### src/rtl/hack_alu.sv
// hack_alu: registered Hack-style ALU.
// Combinational core (zx/nx/zy/ny/f/no) feeding one output register stage
// with zero/negative status flags.
// Optional feature: define HACK_ALU_OVF_EN to add the registered signed
// overflow output ov.
//
// Handshake: in_valid has no ready partner; the block always accepts.
// Every rising edge with in_valid=1 captures one result, which appears with
// out_valid=1 after exactly one cycle. On an edge with in_valid=0, out_valid
// drops and out/zr/ng (and ov) keep their last values.
module hack_alu #(
  parameter int WIDTH = 16
) (
  input  logic             clk,
  input  logic             rst_n,
  input  logic             in_valid,
  input  logic [WIDTH-1:0] a,
  input  logic [WIDTH-1:0] b,
  input  logic             zx,
  input  logic             nx,
  input  logic             zy,
  input  logic             ny,
  input  logic             f,
  input  logic             no,
  output logic             out_valid,
  output logic [WIDTH-1:0] out,
  output logic             zr,
  output logic             ng
`ifdef HACK_ALU_OVF_EN
  ,
  output logic             ov
`endif
);

  logic [WIDTH-1:0] x1, x2, y1, y2, sum, r, res;
  logic             res_zr;

  // Core evaluation: operand conditioning, function select, output inversion.
  always_comb begin
    x1     = zx ? '0 : a;
    x2     = nx ? ~x1 : x1;
    y1     = zy ? '0 : b;
    y2     = ny ? ~y1 : y1;
    sum    = x2 + y2;              // carry-out intentionally dropped
    r      = f ? sum : (x2 & y2);
    res    = no ? ~r : r;
    res_zr = (res == '0);
  end

  // Output register: capture on in_valid, otherwise hold data and drop valid.
  always_ff @(posedge clk or negedge rst_n) begin
    if (!rst_n) begin
      out_valid <= 1'b0;
      out       <= '0;
      zr        <= 1'b0;
      ng        <= 1'b0;
    end else begin
      out_valid <= in_valid;
      if (in_valid) begin
        out <= res;
        zr  <= res_zr;
        ng  <= res[WIDTH-1];
      end
    end
  end

`ifdef HACK_ALU_OVF_EN
  logic res_ov;

  // Signed overflow of the adder: same-sign operands, different-sign sum.
  // Taken before the no inversion and forced low for the AND function.
  always_comb begin
    res_ov = f && (x2[WIDTH-1] == y2[WIDTH-1]) && (sum[WIDTH-1] != x2[WIDTH-1]);
  end

  // Overflow flag register, captured alongside out.
  always_ff @(posedge clk or negedge rst_n) begin
    if (!rst_n) begin
      ov <= 1'b0;
    end else if (in_valid) begin
      ov <= res_ov;
    end
  end
`endif

endmodule

### config.mk
export PLATFORM = sky130hd
export DESIGN_NAME = hack_alu
export DESIGN_NICKNAME = d
export VERILOG_FILES = /design/src/rtl/hack_alu.sv
export SDC_FILE = /design/constraint.sdc
export NUM_CORES = 1
export LEC_CHECK = 0
export ABC_AREA = 1
export BUFFER_PORTS_ARGS = -buffer_cell sky130_fd_sc_hd__buf_2
export CAP_MARGIN = 15
export CORE_MARGIN = 2
export CORE_UTILIZATION = 46
export CTS_CLUSTER_DIAMETER = 40
export CTS_CLUSTER_SIZE = 10
export DETAILED_ROUTE_END_ITERATION = 8
export GPL_ROUTABILITY_DRIVEN = 1
export PLACE_DENSITY = 0.7
export RECOVER_POWER = 50
export SLEW_MARGIN = 15
export SYNTH_ARGS = -nofsm -noshare
export SYNTH_HDL_FRONTEND = slang
export SYNTH_SLANG_ARGS = --single-unit
### constraint.sdc
create_clock -name clk -period 0.85 [get_ports clk]
set_input_delay 0.2125 -clock clk [delete_from_list [all_inputs] [get_ports clk]]
set_output_delay 0.2125 -clock clk [all_outputs]
set_load 0.05 [all_outputs]
==> qor.yml, run 1 <==
outcome: "finished with violations"
violations: "setup timing"
area_growth_pct: 64.5
grt_pass1_wl_um: 12600
portBuffers: 59
vias: 3286
cts_made_buffers: 3
clockBufferDepth: 2
peakVddDrop_v: 0.00134
die_height_um: 80.2
p_leak_nw: 2.39
synth_cell_types: 26
critPathKind: "in2reg"
rsz0062_at_grt: "true"
place_inst: 655
antenna_found_initial: 0
overflow: 0
crit_arrival_ns: 2.41
routed_wl_um: 8130
final_max_slew_viol_count: 0
synth_xor_area_share_pct: 11.2
drv_cap: 0
start_util_pct: 48.1
h-tree-depth: 1
finalCriticalPeriod_ns: 2.22
grt_start_max_net_pins: 21
dieArea_mm2: 0.00642
gp_congestion: 0.848
fin_worst_skew_ns: 0
worst_pin_slew_ns: 0.609
fp.dieW_um: 80.2
wire_per_inst_um: 11.9
finalSetupViolCount: 36
design_area_mm2: 0.00439
synth_fp_nets: 526
synth_mux_area_share_pct: 0
path_max_fanout: 7
cts_tree: "done"
yosysTopAreaCellShare_pct: 24.9
syn_avg_cell_area_um2: 5.70
synth-seq-cells: 18
antenna_left: 0
synth-simple-area-share_pct: 44.7
p_per_area_mw_per_mm2: 1560
clock-sinks: 18
setup_slack_ns: -1.37
synth_top_family_by_area: "simple AND/OR/NAND/NOR gates"
drive_above_1_share_pct: 42.2
drc: 0
hold_violations: 0
first_pass_iters: 5
diodes: 0
start_kind: "input port"
dp_hpwl_um: 5720
clk_latency_ns: 0.24
finalCritPeriodShare_pct: 261
synth-compound-area-share_pct: 5.49
instances_no_fill: 681
finalPower_mw: 6.86
ios: 60
yosys.area_share.adder_pct: 8.26
root_buffer: "clkbuf_8"
row_count: 27
syn-cell-area_mm2: 0.00267
core_area_mm2: 0.00554
maxSlewHeadroom_pct: 59.4
fmax_ghz: 0.450
synth_area_leader_cell: "nand2_1"
vias_per_cell: 4.83
hold_path_class: "in2reg"
synth.area.top_cells: "nand2_1 25%, dfrtp_1 17%, nand3_1 11%"
yosysWarnings: 0
place_area_mm2: 0.00366
fin_nets: 668
yosysSeqAreaShare_pct: 16.9
drtIter0Drc: 143
cts.clk_slew.worst_paths_ns: 0.07
critPathCaptureType: "flop"
synthCells: 468
hold_slack_ns: 0.409
preCtsSetupSlack_ns: -1.71
grt_pass1_vias: 2918
required_ns: 1.04
gr-usage-all-layers_pct: 23.7
[cell usage in the layout (no fill, tap or decap), types with 2 or more instances in the layout]
master	netlist	routed
a31oi_1	5	5
nand3_4	0	3
nand3_1	59	50
inv_2	0	4
buf_2	5	37
nor2_2	2	6
o21ai_0	11	5
clkinvlp_4	0	2
nand3_2	3	9
a21oi_2	1	4
nor2_1	27	20
nand3b_1	2	2
and2_1	2	2
xor2_1	33	32
or2_2	4	4
nand2_2	5	33
o21ai_2	0	4
o21ai_1	0	2
a21oi_4	0	3
buf_6	1	27
nand2_1	177	142
dfrtp_1	18	17
inv_1	73	67
nor2_4	0	3
ha_4	0	14
buf_4	2	86
a21oi_1	9	3
clkbuf_8	0	4
nand2_4	0	7
[layout make-up]
class | count | area (um^2)
Multi-Input combinational cell | 360 | 2340
Timing Repair Buffer | 154 | 1170
Fill cell | 406 | 1150
Sequential cell | 18 | 452
Inverter | 73 | 282
Tap cell | 72 | 90.1
Clock buffer | 4 | 55.1
[repair_timing]
item | CTS | global route
gates resized for setup | 90 | 46
hold endpoints to repair | 18 | 0
setup endpoints to repair | 36 | 36
pin swaps | 21 | 15
setup buffers | 15 | 10
hold buffers | 1 | 0
gates cloned | 0 | 0
[routing by layer]
metal	GRT usage, %	wire, um	vias up
met3	0.449	308	14
met5	0	0	-
met4	3.90	119	0
met1	30.5	3570	1446
met2	44.4	4130	102
li1	-	-	1724
[state kept, by name (all words and copies together) (netlist names)]
register   cells
out           16
out_valid      1
zr             1
[power by group]
group / switching [mW] / internal (mW) / total, mW
clock network: 0.263 / 0.411 / 0.673
registers: 0.119 / 1.00 / 1.12
logic: 2.79 / 2.28 / 5.06
total: 3.17 / 3.69 / 6.86
[worst max-delay path, cell delays in order]
cell and delay (ns):
buf_6 0.09, clkinvlp_4 0.14, buf_6 0.12, nand2_4 0.04, xnor2_2 0.12, ha_2 0.19
fa_2 0.38, buf_4 0.15, nor2_1 0.12, o22ai_1 0.11, xor2_1 0.18, nor2_1 0.11
nand3_1 0.08, nor2_1 0.10, nand2_1 0.06, nor2_1 0.08, nand3_1 0.07, nand2_1 0.06
[final timing paths]
kind                                    start                  end  slack, ns  cells past startpoint
setup / recovery                           zx       zr$_DFFE_PN0P_      -1.37                     18
hold / removal                       in_valid   out[1]$_DFFE_PN0P_       0.41                      5
setup reg to reg           out[7]$_DFFE_PN0P_   out[7]$_DFFE_PN0P_      -0.09                      4
hold reg to reg            out[3]$_DFFE_PN0P_   out[3]$_DFFE_PN0P_       0.51                      2
max in group asynchronous               rst_n  out[15]$_DFFE_PN0P_       0.08                      2
min in group asynchronous               rst_n  out_valid$_DFF_PN0_       0.44                      2
[cell usage after synthesis, drive strengths merged]
master / count
a21oi: 10
a31oi: 5
and2: 2
buf: 9
clkbuf: 8
dfrtp: 18
fa: 1
ha: 16
inv: 73
nand2: 182
nand3: 62
nand3b: 2
nand4: 1
nor2: 29
o21ai: 11
o22ai: 1
or2: 4
xnor2: 1
xor2: 33
[logic make-up after synthesis]
family,count (synthesis)
AO/OA/AOI/OAI,27
XOR/XNOR,34
adder cells (fa/ha/maj),17
buffers and inverters,90
flip-flops,18
AND/OR/NAND/NOR,282
[stage by stage]
| stage | util [%] | setup TNS, ns |
|---|---|---|
| 4_1_cts | 75.5 | -22.14 |
| 3_3_place_gp | 66.1 | -23.54 |
| 6_report | 79.2 | -23.33 |
| 5_1_grt | 79.2 | -25.99 |
| 3_5_place_dp | 66.1 | -24.69 |
| 2_1_floorplan | - | -17.80 |
No activity file was read; power rests on OpenSTA's default activity.
==> run 2: changes to the inputs <==
--- a/config.mk
+++ b/config.mk
@@ -9,12 +9,13 @@
 export BUFFER_PORTS_ARGS = -buffer_cell sky130_fd_sc_hd__buf_2
 export CAP_MARGIN = 15
 export CORE_MARGIN = 2
-export CORE_UTILIZATION = 46
+export CORE_UTILIZATION = 50
+export CTS_BUF_LIST = sky130_fd_sc_hd__clkbuf_8 sky130_fd_sc_hd__clkbuf_16
 export CTS_CLUSTER_DIAMETER = 40
 export CTS_CLUSTER_SIZE = 10
 export DETAILED_ROUTE_END_ITERATION = 8
 export GPL_ROUTABILITY_DRIVEN = 1
-export PLACE_DENSITY = 0.7
+export PLACE_DENSITY = 0.75
 export RECOVER_POWER = 50
 export SLEW_MARGIN = 15
 export SYNTH_ARGS = -nofsm -noshare
==> run 2 against run 1 <==
Effect of this change:
- the flow still finishes with violations (setup timing)
- first-iteration DRC count is 140% higher
- non-clock buffer count is 3 lower
- final area is 5.3% higher
- critical endpoint unchanged
- final cell count is 0.59% lower
- global-route usage is 5.6 points higher
- critical path depth is 5 higher
- setup slack worse by 0.15 ns
- clock power is 8.9% lower
- sequential share of layout area is 0.52 points lower
- die area is 7.6% lower
==> qor.yml, run 2 (synthesis results as in run 1) <==
grt_pass1_vias: 3301
overflow: 0
crit_family: "simple AND/OR/NAND/NOR gates"
root_buffer: "clkbuf_8"
hold_path_class: "in2reg"
core_area_mm2: 0.00514
gr-usage-all-layers_pct: 29.3
area_growth_pct: 73.3
drv_cap: 0
preCtsSetupSlack_ns: -1.72
place_area_mm2: 0.00366
reg2reg_slack_ns: -0.06
grt_start_max_net_pins: 22
start_util_pct: 51.9
fmax_ghz: 0.422
wire_per_inst_um: 15.6
vias_per_cell: 5.51
routed_wl_um: 10600
path_cells: "buf_6 > clkinvlp_4 > buf_6 > nand2_4 > xor2_1 > inv_1 > buf_6 > buf_6 > ha_4 > nand2_1 > nand2_1 > nand3_2 > nand2_4 > nand2_1 > nand3_1 > nand3_1 > nand2_1 > nand2_1 > nor2_1 > nand2_1 > nor2_1 > nand3_1 > nand2_1"
violations: "setup timing"
r2r-end: "out[7]$_DFFE_PN0P_"
p_per_area_mw_per_mm2: 1610
design_area_mm2: 0.00462
row_count: 26
clockBufferDepth: 2
outcome: "finished with violations"
slowest_delay_ns: 0.27
dp_hpwl_um: 5700
antenna_left: 0
first_pass_iters: 6
cp_slowest_cell: "ha_4"
dieArea_mm2: 0.00594
final_common_cell: "nand2_1"
cts_made_buffers: 3
fin_worst_skew_ns: 0
setup_slack_ns: -1.52
finalSetupViolCount: 36
finalCriticalPeriod_ns: 2.37
p_leak_nw: 2.46
crit_arrival_ns: 2.57
min_to: "out_valid$_DFF_PN0_"
hold_violations: 0
ff2ff_path_depth: 4
rsz0062_at_grt: "true"
critPathKind: "in2reg"
drtIter0Drc: 350
antenna_found_initial: 0
fin_util_pct: 89.9
vias: 3730
gp_congestion: 0.909
worst_pin_slew_ns: 0.411
top_regs: "out (16), out_valid (1), zr (1)"
cp.depth: 23
cp_common_cell: "nand2_1"
fp.dieW_um: 77.0
diodes: 0
min-delay-start: "in_valid"
ios: 60
drc: 0
finalCritPeriodShare_pct: 279
fin_nets: 666
cts_tree: "done"
grt_pass1_wl_um: 14400
cts.clk_slew.worst_paths_ns: 0.06
largest_register_ffs: 16
start_kind: "input port"
whs_path_depth: 2
required_ns: 1.05
portBuffers: 59
h-tree-depth: 1
clock-sinks: 18
peakVddDrop_v: 0.00114
final_max_slew_viol_count: 0
layout_common_cells: "119 x nand2_1, 81 x buf_4, 67 x inv_1, 48 x nand2_2, 42 x nand3_1"
critPathCaptureType: "flop"
cp_num_buf_inv: 6
maxSlewHeadroom_pct: 72.6
r2r_start: "out[7]$_DFFE_PN0P_"
clk_latency_ns: 0.26
drive_above_1_share_pct: 49.6
die_height_um: 77.0
largest_register: "out"
path_max_fanout: 4
==> run 2: routing by layer <==
layer	vias to the layer above	track usage [%]	wire [um]
met5	-	0	0
met4	0	9.82	487
met3	65	2.47	721
met2	262	56.0	5380
met1	1679	34.1	3990
li1	1724	-	-
==> run 2: timing repair <==
action	in CTS	in global routing
gates cloned	1	0
setup buffers	12	11
setup endpoints to repair	36	36
hold endpoints to repair	18	0
hold buffers	1	0
pin swaps	39	57
resized for setup	122	84
==> run 2: area by class of cell <==
cell class	instances	area [um^2]
repair buffers	151	1200
clock inverters	1	3.75
clock buffers	3	41.3
flip-flops and latches	18	452
repair inverters	1	7.51
multi-input cells	360	2550
inverters	73	282
fillers	238	518
well taps	70	87.6
==> run 2: worst max-delay path by stage <==
| stage | end | from |
|---|---|---|
| 3_3_place_gp | zr$_DFFE_PN0P_ | zx |
| 3_5_place_dp | zr$_DFFE_PN0P_ | zx |
| 2_1_floorplan | zr$_DFFE_PN0P_ | nx |
| 4_1_cts | zr$_DFFE_PN0P_ | zy |
| 5_1_grt | zr$_DFFE_PN0P_ | zy |
| 6_report | zr$_DFFE_PN0P_ | zy |
==> run 2: through the flow <==
stage                     power (mW)  hold slack, ns  std cells  setup TNS [ns]
after floorplan                 3.75         -0.0831        468          -17.80
after global placement          4.89           0.150        650          -23.09
after detailed placement        4.98           0.144        650          -24.88
after CTS                       6.37           0.308        667          -20.31
after global routing            7.85           0.314        677          -26.38
final                           7.43           0.317        677          -24.50
==> run 2: where the power goes <==
part / internal [mW] / total, mW / switching (mW)
Combinational: 2.43 / 5.70 / 3.27
Clock: 0.322 / 0.613 / 0.291
Sequential: 1.00 / 1.11 / 0.114
Total: 3.75 / 7.43 / 3.68
==> run 3: changes to the inputs <==
--- a/config.mk
+++ b/config.mk
@@ -17,6 +17,7 @@
 export GPL_ROUTABILITY_DRIVEN = 1
 export PLACE_DENSITY = 0.75
 export RECOVER_POWER = 50
+export REMOVE_ABC_BUFFERS = 1
 export SLEW_MARGIN = 15
 export SYNTH_ARGS = -nofsm -noshare
 export SYNTH_HDL_FRONTEND = slang
==> run 3 against run 2 <==
Effect of this change:
- the run still ends with setup timing left
- flip-flop and latch count did not move
- first-iteration DRC count is 5.4% lower
- routed wire length up 1.9%
- largest cell class unchanged
==> qor.yml, run 3 (synthesis results as in run 1) <==
cp_num_buf_inv: 5
root_buffer: "clkbuf_8"
gp_congestion: 0.825
cts_tree: "done"
path_max_fanout: 6
final_common_cell: "nand2_1"
vias: 3640
critPathLaunch: "zy"
peakVddDrop_v: 0.000958
portBuffers: 59
final_max_slew_viol_count: 0
route.met2.wl_um: 5360
fin_tns_setup_ns: -23.16
routed_wl_um: 10800
top_regs: "out (16), out_valid (1), zr (1)"
drv_cap: 0
crit_arrival_ns: 2.55
drive_above_1_share_pct: 44.1
gr-usage-all-layers_pct: 28.0
p_per_area_mw_per_mm2: 1590
finalCriticalPeriod_ns: 2.35
die_height_um: 77.0
fp.dieW_um: 77.0
outcome: "finished with violations"
first_pass_iters: 5
drt-met1-wl_um: 4040
hold_path_class: "in2reg"
vias_per_cell: 5.41
drtIter0Drc: 331
wl_met3_um: 794
top_layer_used: "met4"
clock-sinks: 18
finalSetupViolCount: 36
antenna_left: 0
ios: 60
largest_register_ffs: 16
h-tree-depth: 1
fin_nets: 663
design_area_mm2: 0.00449
cp_slowest_cell: "ha_4"
place_area_mm2: 0.00353
critPathCaptureType: "flop"
setup_slack_ns: -1.50
preCtsSetupSlack_ns: -1.66
layout_common_cells: "138 x nand2_1, 82 x buf_4, 62 x inv_1, 48 x nand3_1, 35 x buf_2"
start_kind: "input port"
largest_register: "out"
cp_common_cell: "nand2_1"
grt_pass1_vias: 3187
cts_made_buffers: 3
grt_pass1_wl_um: 13800
antenna_found_initial: 0
required_ns: 1.05
fin_worst_skew_ns: 0
dp_hpwl_um: 5590
finalCritPeriodShare_pct: 276
grt_start_max_net_pins: 23
hold_violations: 0
overflow: 0
drc: 0
diodes: 0
cts.clk_slew.worst_paths_ns: 0.06
worst_pin_slew_ns: 0.566
clk_latency_ns: 0.26
rsz0062_at_grt: "true"
finalPower_mw: 7.16
path_cells: "buf_8 > clkinv_8 > buf_8 > nand2_1 > xor2_1 > inv_1 > ha_4 > nand2_1 > buf_4 > nor2_1 > nor2_1 > nand2_1 > nand2_1 > nand2_1 > nand2_2 > nand2_1 > nand2_1 > nand2_1 > nor2_1 > nand3_1 > nand2_1"
fmax_ghz: 0.426
critPathKind: "in2reg"
violations: "setup timing"
crit_family: "simple AND/OR/NAND/NOR gates"
row_count: 26
p_leak_nw: 2.42
maxSlewHeadroom_pct: 62.2
min-delay-start: "in_valid"
clockBufferDepth: 2
core_area_mm2: 0.00514
start_util_pct: 51.9
r2r_start: "out[7]$_DFFE_PN0P_"
dieArea_mm2: 0.00594
slowest_delay_ns: 0.26
area_growth_pct: 68.4
wire_per_inst_um: 16.0
run 3: area by class of cell:
type,instances,area [um^2]
clock buffer,3,41.3
fill,286,648
inverter,73,294
multi-input combinational,360,2410
sequential,18,450
tap,70,87.6
timing repair buffer,149,1210
run 3: worst paths after layout:
kind	to	slack, ns	cells past startpoint
max in group asynchronous	out[11]$_DFFE_PN0P_	0.14	2
worst max register to register	out[7]$_DFFE_PN0P_	-0.07	4
min in group asynchronous	out[3]$_DFFE_PN0P_	0.42	2
worst max-delay path	zr$_DFFE_PN0P_	-1.50	21
worst min-delay path	out_valid$_DFF_PN0_	0.32	2
worst min register to register	out[2]$_DFFE_PN0P_	0.50	2
run 3: repair_timing:
action	CTS	global route
cloned	1	1
setup endpoints to repair	36	36
pin swaps	27	30
hold buffers	1	0
buffers inserted	8	10
resized for setup	121	59
endpoints found under the hold margin	18	0
run 3: layer usage:
metal	up-vias	track usage [%]
met5	-	0
met4	0	8.39
met3	66	1.88
met2	231	52.8
met1	1637	33.7
li1	1706	-
run 3: per-stage QoR:
stage / instances / utilization (%) / hold WS (ns)
final: 673 / 87.4 / 0.324
after global routing: 673 / 87.4 / 0.326
after CTS: 663 / 81.3 / 0.306
after detailed placement: 650 / 68.6 / 0.149
after global placement: 650 / 68.6 / 0.151
after floorplan: 451 / - / -0.0831
run 3: power breakdown:
| group | switching (mW) | total [mW] | internal (mW) |
|---|---|---|---|
| Combinational | 3.11 | 5.47 | 2.36 |
| Clock | 0.264 | 0.580 | 0.315 |
| Sequential | 0.109 | 1.11 | 0.998 |
run 3: worst reg2reg max path: cells and delay by family, from the launching register on:
family	cells	cell delay, ns
AO/OA/AOI/OAI	1	0.06
buffers and inverters	2	0.25
flip-flops	1	0.38
AND/OR/NAND/NOR	1	0.11
